--- src/rtl/dl_report_pkg.sv ---
// Shared types and helpers for the deadlock report controller.
package dl_report_pkg;

    typedef enum logic [1:0] {
        IDLE      = 2'd0,
        ARM       = 2'd1,
        CLEAR     = 2'd2,
        CONFIRMED = 2'd3
    } state_t;

    function automatic int idx_w(input int n);
        return (n > 1) ? $clog2(n) : 1;
    endfunction

endpackage

--- src/rtl/dl_report_ctrl_if.sv ---
// Detect-unit <-> report controller bundle; master drives the per-process bits.
interface dl_report_ctrl_if #(
    parameter int PROC_NUM = 4,
    parameter int CNT_W    = 16
);
    localparam int IW = dl_report_pkg::idx_w(PROC_NUM);

    logic [PROC_NUM-1:0] dl_in_vec;
    logic [PROC_NUM-1:0] ap_done_vec;
    logic                all_finish;
    logic                dl_detect_out;
    logic [PROC_NUM-1:0] origin;
    logic                token_clear;
    logic                dl_confirmed;
    logic [IW-1:0]       dl_origin_idx;
    logic [CNT_W-1:0]    dl_abort_cnt;

    modport master (
        output dl_in_vec, ap_done_vec, all_finish,
        input  dl_detect_out, origin, token_clear, dl_confirmed, dl_origin_idx, dl_abort_cnt
    );

    modport slave (
        input  dl_in_vec, ap_done_vec, all_finish,
        output dl_detect_out, origin, token_clear, dl_confirmed, dl_origin_idx, dl_abort_cnt
    );
endinterface

--- src/rtl/dl_prio_onehot.sv ---
// Lowest-index priority select: one-hot, binary index and any-set flag.
// Purely combinational; no backpressure.
module dl_prio_onehot
    import dl_report_pkg::*;
#(
    parameter int PROC_NUM = 4
) (
    input  logic [PROC_NUM-1:0]          vec,
    output logic [PROC_NUM-1:0]          onehot,
    output logic [idx_w(PROC_NUM)-1:0]   idx,
    output logic                         any
);
    localparam int IW = idx_w(PROC_NUM);

    always_comb begin
        onehot = '0;
        idx    = '0;
        any    = |vec;
        // scan downward so the lowest set bit is the last one written
        for (int i = PROC_NUM - 1; i >= 0; i--) begin
            if (vec[i]) begin
                onehot    = '0;
                onehot[i] = 1'b1;
                idx       = IW'(i);
            end
        end
    end
endmodule

--- src/rtl/dl_report_ctrl.sv ---
// Elects a deadlock origin, confirms it after CONFIRM_CYCLES held cycles or aborts with token_clear.
// One edge from sampled input to registered outputs; optional DL_REPORT_FINISH_EN ends the sim on confirm.
module dl_report_ctrl
    import dl_report_pkg::*;
#(
    parameter int PROC_NUM       = 4,
    parameter int CONFIRM_CYCLES = 16,
    parameter int CNT_W          = 16
) (
    input  logic             dl_clock,
    input  logic             dl_reset,
    dl_report_ctrl_if.slave  bus
);
    localparam int IW = idx_w(PROC_NUM);
    localparam int CW = $clog2(CONFIRM_CYCLES + 1);
    localparam logic [CW-1:0] CNT_LAST = CW'(CONFIRM_CYCLES - 1);

    state_t              state_q, state_d;
    logic [PROC_NUM-1:0] masked, sel_onehot;
    logic [IW-1:0]       sel_idx;
    logic                sel_any, origin_live;

    logic [PROC_NUM-1:0] origin_q, origin_d;
    logic [IW-1:0]       idx_q, idx_d;
    logic                detect_q, detect_d;
    logic                clear_q, clear_d;
    logic                conf_q, conf_d;
    logic [CNT_W-1:0]    abort_q, abort_d;
    logic [CW-1:0]       cnt_q, cnt_d;

    assign masked      = bus.dl_in_vec & ~bus.ap_done_vec & {PROC_NUM{~bus.all_finish}};
    assign origin_live = |(masked & origin_q);

    dl_prio_onehot #(.PROC_NUM(PROC_NUM)) u_prio (
        .vec    (masked),
        .onehot (sel_onehot),
        .idx    (sel_idx),
        .any    (sel_any)
    );

    always_ff @(posedge dl_clock or negedge dl_reset) begin
        if (!dl_reset) begin
            state_q  <= IDLE;
            origin_q <= '0;
            idx_q    <= '0;
            detect_q <= 1'b0;
            clear_q  <= 1'b0;
            conf_q   <= 1'b0;
            abort_q  <= '0;
            cnt_q    <= '0;
        end else begin
            state_q  <= state_d;
            origin_q <= origin_d;
            idx_q    <= idx_d;
            detect_q <= detect_d;
            clear_q  <= clear_d;
            conf_q   <= conf_d;
            abort_q  <= abort_d;
            cnt_q    <= cnt_d;
        end
    end

    always_comb begin
        state_d = state_q;
        case (state_q)
            IDLE:      if (sel_any) state_d = ARM;
            ARM: begin
                // a dropped origin wins over a simultaneous confirm
                if (!origin_live)            state_d = CLEAR;
                else if (cnt_q == CNT_LAST)  state_d = CONFIRMED;
            end
            CLEAR:     state_d = IDLE;
            CONFIRMED: state_d = CONFIRMED;
            default:   state_d = IDLE;
        endcase
    end

    always_comb begin
        origin_d = origin_q;
        idx_d    = idx_q;
        detect_d = detect_q;
        clear_d  = 1'b0;
        conf_d   = conf_q;
        abort_d  = abort_q;
        cnt_d    = cnt_q;
        case (state_q)
            IDLE: begin
                if (sel_any) begin
                    origin_d = sel_onehot;
                    idx_d    = sel_idx;
                    detect_d = 1'b1;
                    cnt_d    = '0;
                end
            end
            ARM: begin
                if (!origin_live) begin
                    origin_d = '0;
                    idx_d    = '0;
                    detect_d = 1'b0;
                    clear_d  = 1'b1;
                    if (abort_q != {CNT_W{1'b1}}) abort_d = abort_q + 1'b1;
                end else if (cnt_q == CNT_LAST) begin
                    conf_d = 1'b1;
                end else begin
                    cnt_d = cnt_q + 1'b1;
                end
            end
            default: ;
        endcase
    end

    assign bus.dl_detect_out = detect_q;
    assign bus.origin        = origin_q;
    assign bus.token_clear   = clear_q;
    assign bus.dl_confirmed  = conf_q;
    assign bus.dl_origin_idx = idx_q;
    assign bus.dl_abort_cnt  = abort_q;

`ifdef DL_REPORT_FINISH_EN
    always @(posedge dl_clock) begin
        if (dl_reset && state_q == ARM && state_d == CONFIRMED)
            $display("dl_report_ctrl: deadlock confirmed, origin %0d at time %0t", idx_q, $time);
        if (dl_reset && state_q == CONFIRMED)
            $finish;
    end
`else
    // simulation keeps running; dl_confirmed is the only report
`endif
endmodule

--- src/flat_wrapper.sv ---
// flat-port wrapper written by rule: the top's interface ports become plain ports
module dl_report_ctrl_flat import dl_report_pkg::*;
#(
    parameter int PROC_NUM       = 4,
    parameter int CONFIRM_CYCLES = 16,
    parameter int CNT_W          = 16
)
  (dl_clock, dl_reset, bus_dl_in_vec, bus_ap_done_vec, bus_all_finish, bus_dl_detect_out, bus_origin, bus_token_clear, bus_dl_confirmed, bus_dl_origin_idx, bus_dl_abort_cnt);
  dl_report_ctrl_if #(.PROC_NUM(PROC_NUM), .CNT_W(CNT_W)) bus_i ();
  input  logic dl_clock;
  input  logic dl_reset;
  input wire logic [$bits(bus_i.dl_in_vec)-1:0] bus_dl_in_vec;
  input wire logic [$bits(bus_i.ap_done_vec)-1:0] bus_ap_done_vec;
  input wire logic [$bits(bus_i.all_finish)-1:0] bus_all_finish;
  output wire logic [$bits(bus_i.dl_detect_out)-1:0] bus_dl_detect_out;
  output wire logic [$bits(bus_i.origin)-1:0] bus_origin;
  output wire logic [$bits(bus_i.token_clear)-1:0] bus_token_clear;
  output wire logic [$bits(bus_i.dl_confirmed)-1:0] bus_dl_confirmed;
  output wire logic [$bits(bus_i.dl_origin_idx)-1:0] bus_dl_origin_idx;
  output wire logic [$bits(bus_i.dl_abort_cnt)-1:0] bus_dl_abort_cnt;
  assign bus_i.dl_in_vec = bus_dl_in_vec;
  assign bus_i.ap_done_vec = bus_ap_done_vec;
  assign bus_i.all_finish = bus_all_finish;
  assign bus_dl_detect_out = bus_i.dl_detect_out;
  assign bus_origin = bus_i.origin;
  assign bus_token_clear = bus_i.token_clear;
  assign bus_dl_confirmed = bus_i.dl_confirmed;
  assign bus_dl_origin_idx = bus_i.dl_origin_idx;
  assign bus_dl_abort_cnt = bus_i.dl_abort_cnt;
  dl_report_ctrl #(.PROC_NUM(PROC_NUM), .CONFIRM_CYCLES(CONFIRM_CYCLES), .CNT_W(CNT_W)) u_core (.dl_clock(dl_clock), .dl_reset(dl_reset), .bus(bus_i));
endmodule
--- config.mk ---
export PLATFORM = sky130hd
export DESIGN_NAME = dl_report_ctrl_flat
export DESIGN_NICKNAME = d
export VERILOG_FILES = /design/src/rtl/dl_report_pkg.sv /design/src/rtl/dl_report_ctrl_if.sv /design/src/rtl/dl_prio_onehot.sv /design/src/rtl/dl_report_ctrl.sv /design/src/flat_wrapper.sv
export SDC_FILE = /design/constraint.sdc
export NUM_CORES = 1
export LEC_CHECK = 0
export CAP_MARGIN = 25
export CELL_PAD_IN_SITES_DETAIL_PLACEMENT = 1
export CELL_PAD_IN_SITES_GLOBAL_PLACEMENT = 1
export CORE_ASPECT_RATIO = 0.6
export CORE_UTILIZATION = 40
export CTS_CLUSTER_DIAMETER = 150
export DETAILED_ROUTE_END_ITERATION = 8
export PLACE_DENSITY_LB_ADDON = 0.25
export RECOVER_POWER = 50
export SETUP_SLACK_MARGIN = 0.2
export SLEW_MARGIN = 20
export SYNTH_ARGS = -nofsm -noshare
export SYNTH_HDL_FRONTEND = slang
export SYNTH_SLANG_ARGS = --single-unit
export TNS_END_PERCENT = 30
--- constraint.sdc ---
create_clock -name dl_clock -period 3.05 [get_ports dl_clock]
set_clock_uncertainty 0.2 [all_clocks]
set_input_delay 0.4575 -clock dl_clock [delete_from_list [all_inputs] [get_ports dl_clock]]
set_output_delay 0.4575 -clock dl_clock [all_outputs]
set_load 0.005 [all_outputs]
After elaboration in Yosys (flattened, before gate mapping)
Index checks and enable logic that the tools add are counted.
Widths: inputs -> output; s select.
Cells by class
  multipliers: 0
  order comparisons: 0
  reduce and logical (&&, ||, !) cells: 9
  add/subtract/negate cells: 2
  divide/modulo/power cells: 0
  eq/ne operators: 10
  bitwise gates (word level): 6
  multiplexer cells: 27
  shift-type cells: 0
Operators with widths (number)
  $mux 4: 6
  $mux 2: 9
  $add 16x1->16 const B: 1
  $ne 16x16->1 const B: 1
  $mux 5: 3
  $and 4x4->4: 3
  $pmux 5 s2: 1
  $reduce_and 3->1: 3
  $pmux 2 s4: 1
  $pmux 4 s2: 1
  $reduce_or 4->1: 2
  $add 5x1->5 const B: 1
  $eq 5x4->1 const B: 1
  $eq 2x2->1 const B: 2
  $mux 1: 4
  $ne 2x1->1 const B: 2
  $ne 2x2->1 const B: 2
  $not 4->4: 1
  $pmux 2 s2: 1
  $reduce_and 4->1: 1
  $ne 3x3->1 const B: 1
  $eq 2x1->1 const B: 1
  $logic_not 2->1: 1
  $not 1->1: 2
  3 further kinds: 3
Word-level totals
  bits in latches: 0
  memory bits (read-only): 0
  input port bits: 11
  output and inout port bits: 25
  memories kept: 0
  word-level logic and storage cells: 62
  register bits: 32
  memory bits (writable): 0

Depth between registers and ports, before layout
Gate-level depths: netlist of the first run.
  depth after elaboration: 9
  depth in mapped cells: 7
  mapped depth without buffers: 6

By module
A second synthesis of the first run with hierarchy kept.
Second synthesis, totals
  cell total of the unflattened synthesis: 153
  area, all modules: 1619.1 um^2
By module, submodules not included
  dl_report_ctrl: cells an instance 143, seq. area each 800.8 um^2, area each 1560.2 um^2, times used 1
  dl_prio_onehot: cells an instance 10, seq. area each 0.0 um^2, area each 58.8 um^2, times used 1

Least setup slack after synthesis of the first run
OpenSTA, ideal clock, no wires.
  kind: input-to-reg
  from: input bus_dl_in_vec[3]
  to: register u_core.idx_q[0], in the netlist u_core.bus.dl_origin_idx[0]
  library setup time: 0.127 ns
  arrival: 1.776 ns
  stages: 6
  required time: 2.723 ns
  slack: 0.947 ns
  path buffers: 1
  path through: nor2b_1 -> a2111oi_2 -> nand2b_1 -> and2_1 -> buf_6 -> mux2_1
On the way
  word-level cells in the longest chain between the ends: 8
  elaborated cells on any way between the ends: 14
  those cells by class: eq/ne: 2; mux: 6; bitwise: 3; reduce/logical: 3
Ends and longest elaborated chain
  start: declaration: line flat_wrapper.sv:12  | input wire logic [$bits(bus_i.dl_in_vec)-1:0] bus_dl_in_vec;
  $and 4x4->4 * (2 in a row): line dl_report_ctrl.sv:31  | assign masked = bus.dl_in_vec & ~bus.ap_done_vec & {PROC_NUM{~bus.all_finish}};
  $mux 2 (4 in a row): line dl_prio_onehot.sv:21  | if (vec[i]) begin
  $mux 2: line dl_report_ctrl.sv:88  | if (sel_any) begin
  $pmux 2 s2: line dl_report_ctrl.sv:86  | case (state_q)
  end signal: assignment: line dl_report_ctrl.sv:54  | idx_q <= idx_d;
  end: declaration: line dl_report_ctrl.sv:24  | logic [IW-1:0] idx_q, idx_d;
Every way passes the cells marked *; elsewhere a longest branch is shown, timed or not. The select of a mux whose other input is x is not followed.
A chain may end at the register's enable or synchronous reset.

Worst setup path after layout of the first run
  from: input bus_all_finish
  to: register u_core.abort_q[9], in the netlist u_core.bus.dl_abort_cnt[9]
On the way
  word-level cells in the longest chain between the ends: 6
Ends and longest elaborated chain
  start: declaration: line flat_wrapper.sv:14  | input wire logic [$bits(bus_i.all_finish)-1:0] bus_all_finish;
  $not 1->1: line dl_report_ctrl.sv:31
  $and 4x4->4: line dl_report_ctrl.sv:31
  $and 4x4->4: line dl_report_ctrl.sv:32  | assign origin_live = |(masked & origin_q);
  $reduce_or 4->1: line dl_report_ctrl.sv:32
  $not 1->1 (no source line)
  $reduce_and 3->1 (no source line)
  end signal: assignment: line dl_report_ctrl.sv:58  | abort_q <= abort_d;
  end: declaration: line dl_report_ctrl.sv:28  | logic [CNT_W-1:0] abort_q, abort_d;
No other way between the ends.

==> results.rst, run 1 <==
.. list-table::
   :header-rows: 1

   * - Metric
     - Value
   * - Outcome
     - finished with violations
   * - Failing checks
     - capacitance limit, slew limit
   * - Remaining design rule violation count
     - 0
   * - Global-route wire length before repair
     - 7280 microns
   * - Total detailed-routing wirelength
     - 4410 microns
   * - Initial antenna violation count
     - 0
   * - Die extent in x
     - 86.8 microns
   * - Required time reported for the critical path endpoint
     - 3050 ps
   * - Diode insertion count for antenna repair
     - 0
   * - Htree depth
     - 2
   * - Hold WC Path Type
     - flip-flop to flip-flop
   * - Unrepaired setup endpoints after global routing
     - false
   * - Count of antenna-violating nets left after detailed routing
     - 0
   * - Die Area
     - 0.00459 sq mm
   * - Net count of the mapped netlist
     - 167
   * - #FFs+latches synth
     - 32
   * - Total I/O pin count
     - 36
   * - Drt wl/cell
     - 17.2 microns
   * - Residual overflow from global routing
     - 0
   * - HPWL after detailed placement
     - 3310 microns
   * - Post-layout minimum cycle time
     - 2530 ps
   * - Maximum vdd ir drop
     - 0.290 mV
   * - Overall routing resource usage
     - 21.9%
   * - Final setup violation count
     - 0
   * - Placeable core region
     - 0.00412 sq mm
   * - RD Place Congestion
     - 0.865
   * - Largest stage delay, worst path
     - 620 ps
   * - Site Rows
     - 18
   * - Leak pwr
     - 1.02 nW
   * - Area after DPL
     - 0.00216 sq mm
   * - Post-cts repair resize count
     - 0
   * - Top fanout value on the critical path
     - 10
   * - Worst setup path class
     - primary input to flip-flop
   * - Fmax
     - 0.396 GHz
   * - Final Net Count
     - 210
   * - Total of max-cap violations
     - 1
   * - Area grow syn2layout
     - 29.3%
   * - Part of the Yosys area used for sequential elements
     - 46.4%
   * - Count of hold buffers inserted by post-cts repair
     - 0
   * - Kind of end point of the critical path
     - flip-flop
   * - Number of DRC markers after the initial detailed-route iteration
     - 27
   * - Number of synthesis warnings
     - 0
   * - Fraction of layout instances using a drive strength above 1
     - 15.3%
   * - Skew-Pair Late Insertion Delay
     - 290 ps
   * - Vias post-DR
     - 1351
   * - Vert. Die Dim
     - 52.9 microns
   * - Quantity of I/O buffers inserted on ports
     - 35
   * - CTS Root Buffer Type
     - sky130_fd_sc_hd__clkbuf_8
   * - Initial cell density of the core
     - 41.8%
   * - Post CTS Setup Buffer Count
     - 0
   * - Arrival time of the worst setup path
     - 2530 ps
   * - Part of the cycle the worst path needs
     - 82.8%
   * - Via/cell ratio
     - 5.28
   * - Total non-filler cell area in the finished layout
     - 0.00223 sq mm
   * - Instance count of the mapped netlist
     - 153
   * - Fin Setup TNS
     - 0 ps
   * - Num CTS Buffers
     - 5
   * - Clock-pin slew reported for the worst setup and hold paths after clock tree synthesis
     - 60 ps
   * - EDFF count, synth
     - 0
   * - Library cell with the largest summed area after synthesis
     - sky130_fd_sc_hd__dfrtp_1
   * - Library cell with the highest instance count after synthesis
     - sky130_fd_sc_hd__dfrtp_1
   * - Mean instance size in the synthesized netlist
     - 11.3 sq um
   * - Power per cell area
     - 701 mW/mm^2
   * - Count of distinct cell types in the synthesized netlist
     - 48
   * - Worst hold slack
     - 287 ps
   * - Area contributors post-synth
     - sky130_fd_sc_hd__dfrtp_1, sky130_fd_sc_hd__xor2_1, sky130_fd_sc_hd__nand3_1
   * - Top flip-flop cell by instance count after synthesis
     - sky130_fd_sc_hd__dfrtp_1
   * - Largest net degree at the start of global routing
     - 33
   * - Max-slew violations
     - 33
   * - Tightest slew margin relative to the limit
     - -17.6%
   * - Share of flip-flops with an asynchronous set or reset
     - 100%
   * - Share of the synthesized area in the top cell type
     - 46.4%
   * - Tightest Pin Transition
     - 1760 ps
   * - Top cells by count, synth
     - sky130_fd_sc_hd__dfrtp_1, sky130_fd_sc_hd__xor2_1, sky130_fd_sc_hd__nand3_1, sky130_fd_sc_hd__nand2_1, sky130_fd_sc_hd__nor2_1
   * - DRT Pass-1 Iters
     - 4
   * - Synthesized cell area
     - 0.00172 sq mm
   * - Slowest library cell on the worst path
     - sky130_fd_sc_hd__clkdlybuf4s50_1
   * - Via count of the first global-routing pass
     - 1463
   * - Max Buffers Root-to-Sink
     - 2
   * - Ordered cell list for the critical path
     - clkdlybuf4s50_1, inv_1, a32oi_4, nand3_4, buf_4, nor4_1, xnor2_1
   * - CTS tree
     - yes
   * - Critical path launch point type
     - primary input
   * - Sinks on Clock Net
     - 32
   * - Final Hold Viols
     - 0
[metrics by stage]
stage	instances	power, mW	utilization, %	worst slack (ps)
detailed placement	249	1.26	52.3	281
global placement	249	1.22	52.3	370
CTS	256	1.58	54.2	557
floorplan	153	0.967	-	947
global route	256	1.67	54.1	258
finish	256	1.56	54.1	524
[sequential cells by signal, summed over array words and instances, names as in the netlist]
register / cells
u_core.bus.dl_abort_cnt: 16
u_core.cnt_q: 5
u_core.bus.origin: 4
u_core.bus.dl_origin_idx: 2
u_core.state_q: 2
u_core.bus.dl_confirmed: 1
u_core.bus.dl_detect_out: 1
u_core.bus.token_clear: 1
[cells by family after synthesis]
family	after synthesis	synth area share [%]
fa+ha+maj	3	2.18
flops	32	46.4
xor+xnor	15	7.62
simple gates	66	25.0
buf+inv	10	2.90
compound gates	23	13.1
mux	4	2.76
[worst max-delay path: cells and delay by family]
kind,cells,cell delay [ps]
XOR/XNOR,1,190
AND/OR/NAND/NOR,2,590
buffers and inverters,3,1000
AO/OA/AOI/OAI,1,290
[final timing paths]
path                                            start                         end  slack, ps  cells past startpoint
setup / recovery                       bus_all_finish  u_core.bus.dl_abort_cnt[9]        520                      7
setup reg to reg           u_core.bus.dl_abort_cnt[0]  u_core.bus.dl_abort_cnt[9]        600                      7
hold / removal                u_core.bus.dl_confirmed     u_core.bus.dl_confirmed        290                      1
min in group asynchronous                    dl_reset        u_core.bus.origin[0]        970                      2
max in group asynchronous                    dl_reset      u_core.bus.token_clear        660                      2
hold reg to reg               u_core.bus.dl_confirmed     u_core.bus.dl_confirmed        290                      1
[where the power goes]
part | total [mW] | switching, mW | internal [mW]
Combinational | 0.571 | 0.284 | 0.287
Clock | 0.318 | 0.163 | 0.155
Sequential | 0.673 | 0.137 | 0.536
Total | 1.56 | 0.584 | 0.978
[placed cells by master, fill, tap and decap left out, types with 4 or more instances in the layout]
| cell | n |
|---|---|
| sky130_fd_sc_hd__clkbuf_8 | 5 |
| sky130_fd_sc_hd__clkdlybuf4s50_1 | 22 |
| sky130_fd_sc_hd__dfrtp_1 | 32 |
| sky130_fd_sc_hd__dlygate4sd3_1 | 13 |
| sky130_fd_sc_hd__inv_1 | 7 |
| sky130_fd_sc_hd__nand2_1 | 8 |
| sky130_fd_sc_hd__nand3_1 | 12 |
| sky130_fd_sc_hd__nor2_1 | 8 |
| sky130_fd_sc_hd__nor3_2 | 5 |
| sky130_fd_sc_hd__nor4_1 | 4 |
| sky130_fd_sc_hd__xor2_1 | 14 |
[metal layers]
layer | wire length (microns) | global-route usage (%) | vias to the layer above
met3 | 177 | 8.11 | 9
met5 | 0 | 0 | -
met4 | 66 | 7.22 | 0
met2 | 1960 | 32.5 | 29
li1 | - | - | 637
met1 | 2210 | 29.5 | 676
[area by class of cell]
cell class | instances | area [sq um]
clock buffers | 6 | 72.6
clock inverters | 1 | 5.00
fillers | 460 | 1890
inverters | 7 | 26.3
multi-input cells | 111 | 873
flip-flops and latches | 32 | 801
well taps | 60 | 75.1
repair buffers | 39 | 377
Power figures use the tool's default switching activity.
==> inputs of run 2 (changes only) <==
--- a/config.mk
+++ b/config.mk
@@ -9,7 +9,7 @@
 export CELL_PAD_IN_SITES_DETAIL_PLACEMENT = 1
 export CELL_PAD_IN_SITES_GLOBAL_PLACEMENT = 1
 export CORE_ASPECT_RATIO = 0.6
-export CORE_UTILIZATION = 40
+export CORE_UTILIZATION = 39
 export CTS_CLUSTER_DIAMETER = 150
 export DETAILED_ROUTE_END_ITERATION = 8
 export PLACE_DENSITY_LB_ADDON = 0.25
==> constraint.sdc (replaced) <==
create_clock -name dl_clock -period 2.6 [get_ports dl_clock]
set_clock_uncertainty 0.2 [all_clocks]
set_input_delay 0.39 -clock dl_clock [delete_from_list [all_inputs] [get_ports dl_clock]]
set_output_delay 0.39 -clock dl_clock [all_outputs]
set_load 0.005 [all_outputs]
==> run 2 against run 1 <==
The run now ends clean. Sequential share of layout area down 1.2 points. First-iteration DRC count increased by 89%. Wire length up 1.7%. Die area rose by 2.5%. Setup slack got worse by 170 ps. Clock power is 31% higher. Via count grew 0.52%. Clock-buffer cell count up 1. Combinational power grew 22%.
==> results.rst, run 2 (synthesized netlist as in run 1, its figures left out) <==
.. list-table::
   :header-rows: 1

   * - Metric
     - Value
   * - Worst hold slack
     - 275 ps (-12.4 ps)
   * - Overall Power
     - 1.91 mW (+22%)
   * - Htree depth
     - 2 (unchanged)
   * - Power Internal
     - 1.23 mW (+26%)
   * - HPWL after detailed placement
     - 3340 microns (+0.68%)
   * - Quantity of I/O buffers inserted on ports
     - 35 (unchanged)
   * - Fmax
     - 0.446 GHz
   * - Part of the cycle the worst path needs
     - 86.3%
   * - Critical path launch point type
     - primary input
   * - Clock power share
     - 21.7% (+1.3 points)
   * - Buffering stage count on the worst path with inverters included
     - 1 (-2)
   * - Clock-pin slew reported for the worst setup and hold paths after clock tree synthesis
     - 70 ps (about the same)
   * - Site Rows
     - 18 (unchanged)
   * - Vias post-DR
     - 1358 (+0.52%)
   * - Area grow syn2layout
     - 33.8%
   * - Hold WC Path Type
     - flip-flop to flip-flop
   * - Skew-Pair Late Insertion Delay
     - 280 ps (about the same)
   * - Tightest Pin Transition
     - 809 ps (-954 ps)
   * - Arrival time of the worst setup path
     - 2210 ps (-320 ps)
   * - Top fanout value on the critical path
     - 11 (+1)
   * - Final Hold Viols
     - 0 (unchanged)
   * - Final setup violation count
     - 0 (unchanged)
   * - Final Net Count
     - 215 (+2.4%)
   * - Total I/O pin count
     - 36 (unchanged)
   * - Global-route wire length before repair
     - 7330 microns (+0.76%)
   * - Slowest library cell on the worst path
     - sky130_fd_sc_hd__clkdlybuf4s50_1
   * - Number of flip-flops in the largest register
     - 16 (unchanged)
   * - Placeable core region
     - 0.00417 sq mm (+1.1%)
   * - Residual overflow from global routing
     - 0 (unchanged)
   * - Max-slew violations
     - 0 (-100%)
   * - Setup ws final
     - 356 ps (-168 ps)
   * - Ordered cell list for the critical path
     - clkdlybuf4s50_1, nor3b_2, a22oi_4, nand3_4, and2_1, mux2_1
   * - Count of antenna-violating nets left after detailed routing
     - 0 (unchanged)
   * - Sinks on Clock Net
     - 32 (unchanged)
   * - Fin Setup TNS
     - 0 ps (unchanged)
   * - Max Buffers Root-to-Sink
     - 2 (unchanged)
   * - Largest net degree at the start of global routing
     - 33 (unchanged)
   * - Largest stage delay, worst path
     - 530 ps (-90 ps)
   * - Remaining design rule violation count
     - 0 (unchanged)
   * - Tightest slew margin relative to the limit
     - 46.0% (+64 points)
   * - Leak pwr
     - 1.07 nW (+4.7%)
   * - Num CTS Buffers
     - 5 (unchanged)
   * - Fraction of layout instances using a drive strength above 1
     - 18.9% (+3.6 points)
   * - Drt wl/cell
     - 17.2 microns (-0.20%)
   * - Power per cell area
     - 827 mW/mm^2 (+18%)
   * - Maximum vdd ir drop
     - 0.365 mV (+26%)
   * - Diode insertion count for antenna repair
     - 0 (unchanged)
   * - Via/cell ratio
     - 5.20 (-1.4%)
   * - Vert. Die Dim
     - 53.5 microns (+1.2%)
   * - Switch share
     - 35.4% (-2.0 points)
   * - Leading cell type in the layout, fill and taps excluded
     - sky130_fd_sc_hd__dfrtp_1
   * - Number of DRC markers after the initial detailed-route iteration
     - 51 (+89%)
   * - Post CTS Setup Buffer Count
     - 0 (unchanged)
   * - CTS Root Buffer Type
     - sky130_fd_sc_hd__clkbuf_8
   * - Required time reported for the critical path endpoint
     - 2560 ps (-490 ps)
   * - Die Area
     - 0.00470 sq mm (+2.5%)
   * - Worst setup path class
     - primary input to flip-flop
   * - Minimum setup slack after placement
     - -19.1 ps (-300 ps)
   * - RD Place Congestion
     - 0.870 (+0.61%)
   * - Total of max-cap violations
     - 0 (-1)
   * - Count of hold buffers inserted by post-cts repair
     - 0 (unchanged)
   * - Area after DPL
     - 0.00221 sq mm (+2.3%)
   * - Most used cells in the layout excluding fill and tap cells
     - sky130_fd_sc_hd__dfrtp_1, sky130_fd_sc_hd__clkdlybuf4s50_1, sky130_fd_sc_hd__xor2_1, sky130_fd_sc_hd__nand3_1, sky130_fd_sc_hd__dlygate4sd3_1
   * - Initial cell density of the core
     - 41.4% (-0.45 points)
   * - Post-layout minimum cycle time
     - 2240 ps
   * - Top Family by Delay on Critical Path
     - simple AND/OR/NAND/NOR gates
   * - Switching power of the nets
     - 676 uW (+16%)
   * - Overall routing resource usage
     - 21.4% (-0.47 points)
   * - Total detailed-routing wirelength
     - 4490 microns (+1.7%)
   * - Unrepaired setup endpoints after global routing
     - false
   * - Die extent in x
     - 87.8 microns (+1.2%)
   * - Via count of the first global-routing pass
     - 1436 (-1.8%)
   * - Sequential group share of total power
     - 41.6% (-1.5 points)
   * - Comb power frac
     - 36.6% (about the same)
   * - Kind of end point of the critical path
     - flip-flop
   * - Total non-filler cell area in the finished layout
     - 0.00231 sq mm (+3.5%)
   * - Initial antenna violation count
     - 0 (unchanged)
   * - CTS tree
     - yes
   * - Worst reg-to-reg setup slack
     - 380 ps (-220 ps)
   * - DRT Pass-1 Iters
     - 4 (unchanged)
   * - Outcome
     - complete, no violations
run 2: cell types whose count changed in the layout (fill, tap and decap cells not counted), sizes merged:
cell and change:
clkbuf +1, dlymetal6s2s +1, clkinv -1, dlygate4sd3 -1, buf +5
run 2: worst register-to-register path: cells and delay by family, from the launching register on:
family	cells	cell delay, ps
AND/OR/NAND/NOR	4	900
adder cells (fa/ha/maj)	1	220
flip-flops	1	450
XOR/XNOR	1	160
buffers and inverters	1	170
run 2: worst paths after layout:
path                       cells past startpoint                          end                  startpoint
max                                            6  u_core.bus.dl_origin_idx[0]            bus_dl_in_vec[1]
min                                            1      u_core.bus.dl_confirmed     u_core.bus.dl_confirmed
min in group asynchronous                      2         u_core.bus.origin[2]                    dl_reset
max in group asynchronous                      2      u_core.bus.dl_confirmed                    dl_reset
max reg2reg                                    7   u_core.bus.dl_abort_cnt[7]  u_core.bus.dl_abort_cnt[0]
min reg2reg                                    1      u_core.bus.dl_confirmed     u_core.bus.dl_confirmed
run 2: routing by layer:
metal | up-vias | routed length (microns) | share of wire (%) | track usage (%)
met4 | 0 | 21 | 0.47 | 4.92
li1 | 647 | - | - | -
met3 | 2 | 171 | 3.8 | 4.68
met1 | 682 | 2350 | 52 | 31.4
met2 | 27 | 1940 | 43 | 32.0
met5 | - | 0 | 0 | 0
run 2: area by class of cell:
class / instances / area (sq um)
timing repair buffer: 44 / 430
tap: 60 / 75.1
clock buffer: 7 / 96.3
multi-input combinational: 111 / 878
inverter: 7 / 26.3
fill: 442 / 1860
sequential: 32 / 801
run 2: through the flow:
| stage | instances | util [%] |
|---|---|---|
| after floorplan | 153 | - |
| after global placement | 254 | 52.9 |
| after detailed placement | 254 | 52.9 |
| after CTS | 261 | 55.3 |
| after global routing | 261 | 55.4 |
| final | 261 | 55.4 |
run 2: timing repair:
| action | 4_1_cts | 5_1_grt |
|---|---|---|
| resized for setup | 0 | 2 |
| endpoints found under the setup margin | 0 | 8 |
| hold endpoints to repair | 0 | 0 |
run 2: power by group through the flow:
stage	Clock [mW]	Combinational (mW)	Sequential, mW
3_5_place_dp	0	0.714	0.802
6_report	0.415	0.699	0.794
4_1_cts	0.425	0.721	0.795
5_1_grt	0.446	0.763	0.812
3_3_place_gp	0	0.691	0.783
2_1_floorplan	0	0.371	0.764
==> inputs of run 3 (changes only) <==
==> constraint.sdc (replaced) <==
create_clock -name dl_clock -period 2.1 [get_ports dl_clock]
set_clock_uncertainty 0.2 [all_clocks]
set_input_delay 0.315 -clock dl_clock [delete_from_list [all_inputs] [get_ports dl_clock]]
set_output_delay 0.315 -clock dl_clock [all_outputs]
set_load 0.005 [all_outputs]
==> run 3 against run 2 <==
Hold slack improved by 34 ps. Clock-buffer cell count down 2. Total power increased by 49%. First-iteration DRC count rose by 37%. Largest cell class unchanged.
==> results.rst, run 3 (synthesized netlist as in run 1, its figures left out) <==
.. list-table::
   :header-rows: 1

   * - Metric
     - Value
   * - Clock-pin slew reported for the worst setup and hold paths after clock tree synthesis
     - 80 ps (about the same)
   * - CTS tree
     - yes
   * - Total detailed-routing wirelength
     - 6640 microns (+48%)
   * - Power per cell area
     - 1020 mW/mm^2 (+24%)
   * - Cell Count, Final, Fillers Out
     - 297 (+14%)
   * - Count of hold buffers inserted by post-cts repair
     - 0 (unchanged)
   * - Hold WC Path Type
     - flip-flop to flip-flop
   * - Most used cells in the layout excluding fill and tap cells
     - sky130_fd_sc_hd__buf_4, sky130_fd_sc_hd__dfrtp_1, sky130_fd_sc_hd__clkdlybuf4s50_1, sky130_fd_sc_hd__xor2_1, sky130_fd_sc_hd__nand3_1
   * - Drt wl/cell
     - 22.3 microns (+30%)
   * - Worst setup path class
     - flip-flop to flip-flop
   * - Total of max-cap violations
     - 0 (unchanged)
   * - Total non-filler cell area in the finished layout
     - 0.00277 sq mm (+20%)
   * - Htree depth
     - 2 (unchanged)
   * - Initial cell density of the core
     - 41.4% (unchanged)
   * - Arrival time of the worst setup path
     - 2000 ps (-210 ps)
   * - Vert. Die Dim
     - 53.5 microns (unchanged)
   * - Required time reported for the critical path endpoint
     - 2070 ps (-490 ps)
   * - Quantity of I/O buffers inserted on ports
     - 35 (unchanged)
   * - RD Place Congestion
     - 0.765 (-12%)
   * - Number of flip-flops in the largest register
     - 16 (unchanged)
   * - Initial antenna violation count
     - 0 (unchanged)
   * - Maximum vdd ir drop
     - 0.608 mV (+67%)
   * - Final Net Count
     - 251 (+17%)
   * - Diode insertion count for antenna repair
     - 0 (unchanged)
   * - Placeable core region
     - 0.00417 sq mm (unchanged)
   * - Fin Setup TNS
     - 0 ps (unchanged)
   * - Part of the cycle the worst path needs
     - 96.7%
   * - Tightest Pin Transition
     - 851 ps (+41.8 ps)
   * - Kind of end point of the critical path
     - flip-flop
   * - Num CTS Buffers
     - 5 (unchanged)
   * - Die extent in x
     - 87.8 microns (unchanged)
   * - Tightest slew margin relative to the limit
     - 43.3% (-2.8 points)
   * - Number of DRC markers after the initial detailed-route iteration
     - 70 (+37%)
   * - Fmax
     - 0.492 GHz
   * - Residual overflow from global routing
     - 0 (unchanged)
   * - Skew-Pair Late Insertion Delay
     - 290 ps (about the same)
   * - HPWL after detailed placement
     - 3770 microns (+13%)
   * - Overall routing resource usage
     - 28.0% (+6.6 points)
   * - Count of antenna-violating nets left after detailed routing
     - 0 (unchanged)
   * - Top fanout value on the critical path
     - 7 (-4)
   * - Remaining design rule violation count
     - 0 (unchanged)
   * - Global-route wire length before repair
     - 9360 microns (+28%)
   * - Fraction of layout instances using a drive strength above 1
     - 39.2% (+20 points)
   * - Leak pwr
     - 1.28 nW (+20%)
   * - Die Area
     - 0.00470 sq mm (unchanged)
   * - Via/cell ratio
     - 5.50 (+5.7%)
   * - DRT Pass-1 Iters
     - 4 (unchanged)
   * - Critical path launch point type
     - flip-flop
   * - Site Rows
     - 18 (unchanged)
   * - Leading cell type in the layout, fill and taps excluded
     - sky130_fd_sc_hd__buf_4
   * - Vias post-DR
     - 1633 (+20%)
   * - Via count of the first global-routing pass
     - 1651 (+15%)
   * - Unrepaired setup endpoints after global routing
     - true
   * - Sinks on Clock Net
     - 32 (unchanged)
   * - Final Hold Viols
     - 0 (unchanged)
   * - Worst hold slack
     - 309 ps (+34.2 ps)
   * - Total I/O pin count
     - 36 (unchanged)
   * - Largest net degree at the start of global routing
     - 33 (unchanged)
   * - CTS Root Buffer Type
     - sky130_fd_sc_hd__clkbuf_8
   * - Final setup violation count
     - 0 (unchanged)
   * - Max Buffers Root-to-Sink
     - 2 (unchanged)
   * - Area after DPL
     - 0.00233 sq mm (+5.8%)
   * - Placed cell count
     - 270 (+6.3%)
   * - Area grow syn2layout
     - 60.6%
   * - Post-layout minimum cycle time
     - 2030 ps
   * - Max-slew violations
     - 0 (unchanged)
   * - Outcome
     - complete, no violations
run 3: cell count changes in the layout (fill, tap and decap cells not counted), moves of 3 or more:
cell / before / now
sky130_fd_sc_hd__clkdlybuf4s50_1: 22 / 16
sky130_fd_sc_hd__nor4b_4: 0 / 3
sky130_fd_sc_hd__nor4b_2: 3 / 0
sky130_fd_sc_hd__nor4_1: 4 / 0
sky130_fd_sc_hd__dlygate4sd2_1: 0 / 6
sky130_fd_sc_hd__buf_6: 0 / 7
sky130_fd_sc_hd__buf_4: 7 / 36
run 3: repair_timing:
item	CTS	global route
endpoints found under the hold margin	0	0
pin swaps	8	10
gates resized for setup	35	22
cloned	0	0
setup endpoints to repair	27	25
buffers inserted	10	10
run 3: per-layer routing:
layer  track usage, %  up-vias  wire length, microns
li1                 -      722                     -
met1             35.1      843                  2850
met2             49.5       58                  3390
met3             4.99       10                   290
met4             9.29        0                   103
met5                0        -                     0
run 3: layout make-up:
class / instances / area [sq um]
fill: 423 / 1400
multi-input combinational: 111 / 1070
sequential: 32 / 801
timing repair buffer: 80 / 718
tap: 60 / 75.1
clock buffer: 5 / 68.8
inverter: 7 / 26.3
clock inverter: 2 / 12.5
run 3: worst max-delay path: stages (launching register included):
cell	delay, ps
sky130_fd_sc_hd__dfrtp_1	420
sky130_fd_sc_hd__nor2b_4	150
sky130_fd_sc_hd__a32oi_4	300
sky130_fd_sc_hd__nand3_4	180
sky130_fd_sc_hd__nor2_1	290
sky130_fd_sc_hd__mux2_2	380
run 3: through the flow:
step	worst slack (ps)	utilization (%)	total power, mW
floorplan	181	-	1.41
global placement	-324	56.0	1.93
detailed placement	-385	56.0	2.01
CTS	128	61.9	2.63
global route	7.71	66.5	2.96
finish	68.7	66.5	2.84
run 3: worst paths after layout:
path | end | from | slack, ps | depth (start not counted)
max in group asynchronous | u_core.bus.dl_abort_cnt[0] | dl_reset | 670 | 2
min reg2reg | u_core.bus.dl_abort_cnt[10] | u_core.bus.dl_abort_cnt[10] | 310 | 1
max reg2reg | u_core.bus.dl_abort_cnt[1] | u_core.bus.origin[0] | 70 | 5
min | u_core.bus.dl_abort_cnt[10] | u_core.bus.dl_abort_cnt[10] | 310 | 1
max | u_core.bus.dl_abort_cnt[1] | u_core.bus.origin[0] | 70 | 5
min in group asynchronous | u_core.bus.dl_abort_cnt[6] | dl_reset | 490 | 2
run 3: where the power goes:
group          internal, mW  total, mW  leakage, nW  switching, mW
registers             0.778      0.973        0.423          0.195
clock network         0.225      0.478       0.0400          0.254
logic                 0.741       1.38        0.813          0.643
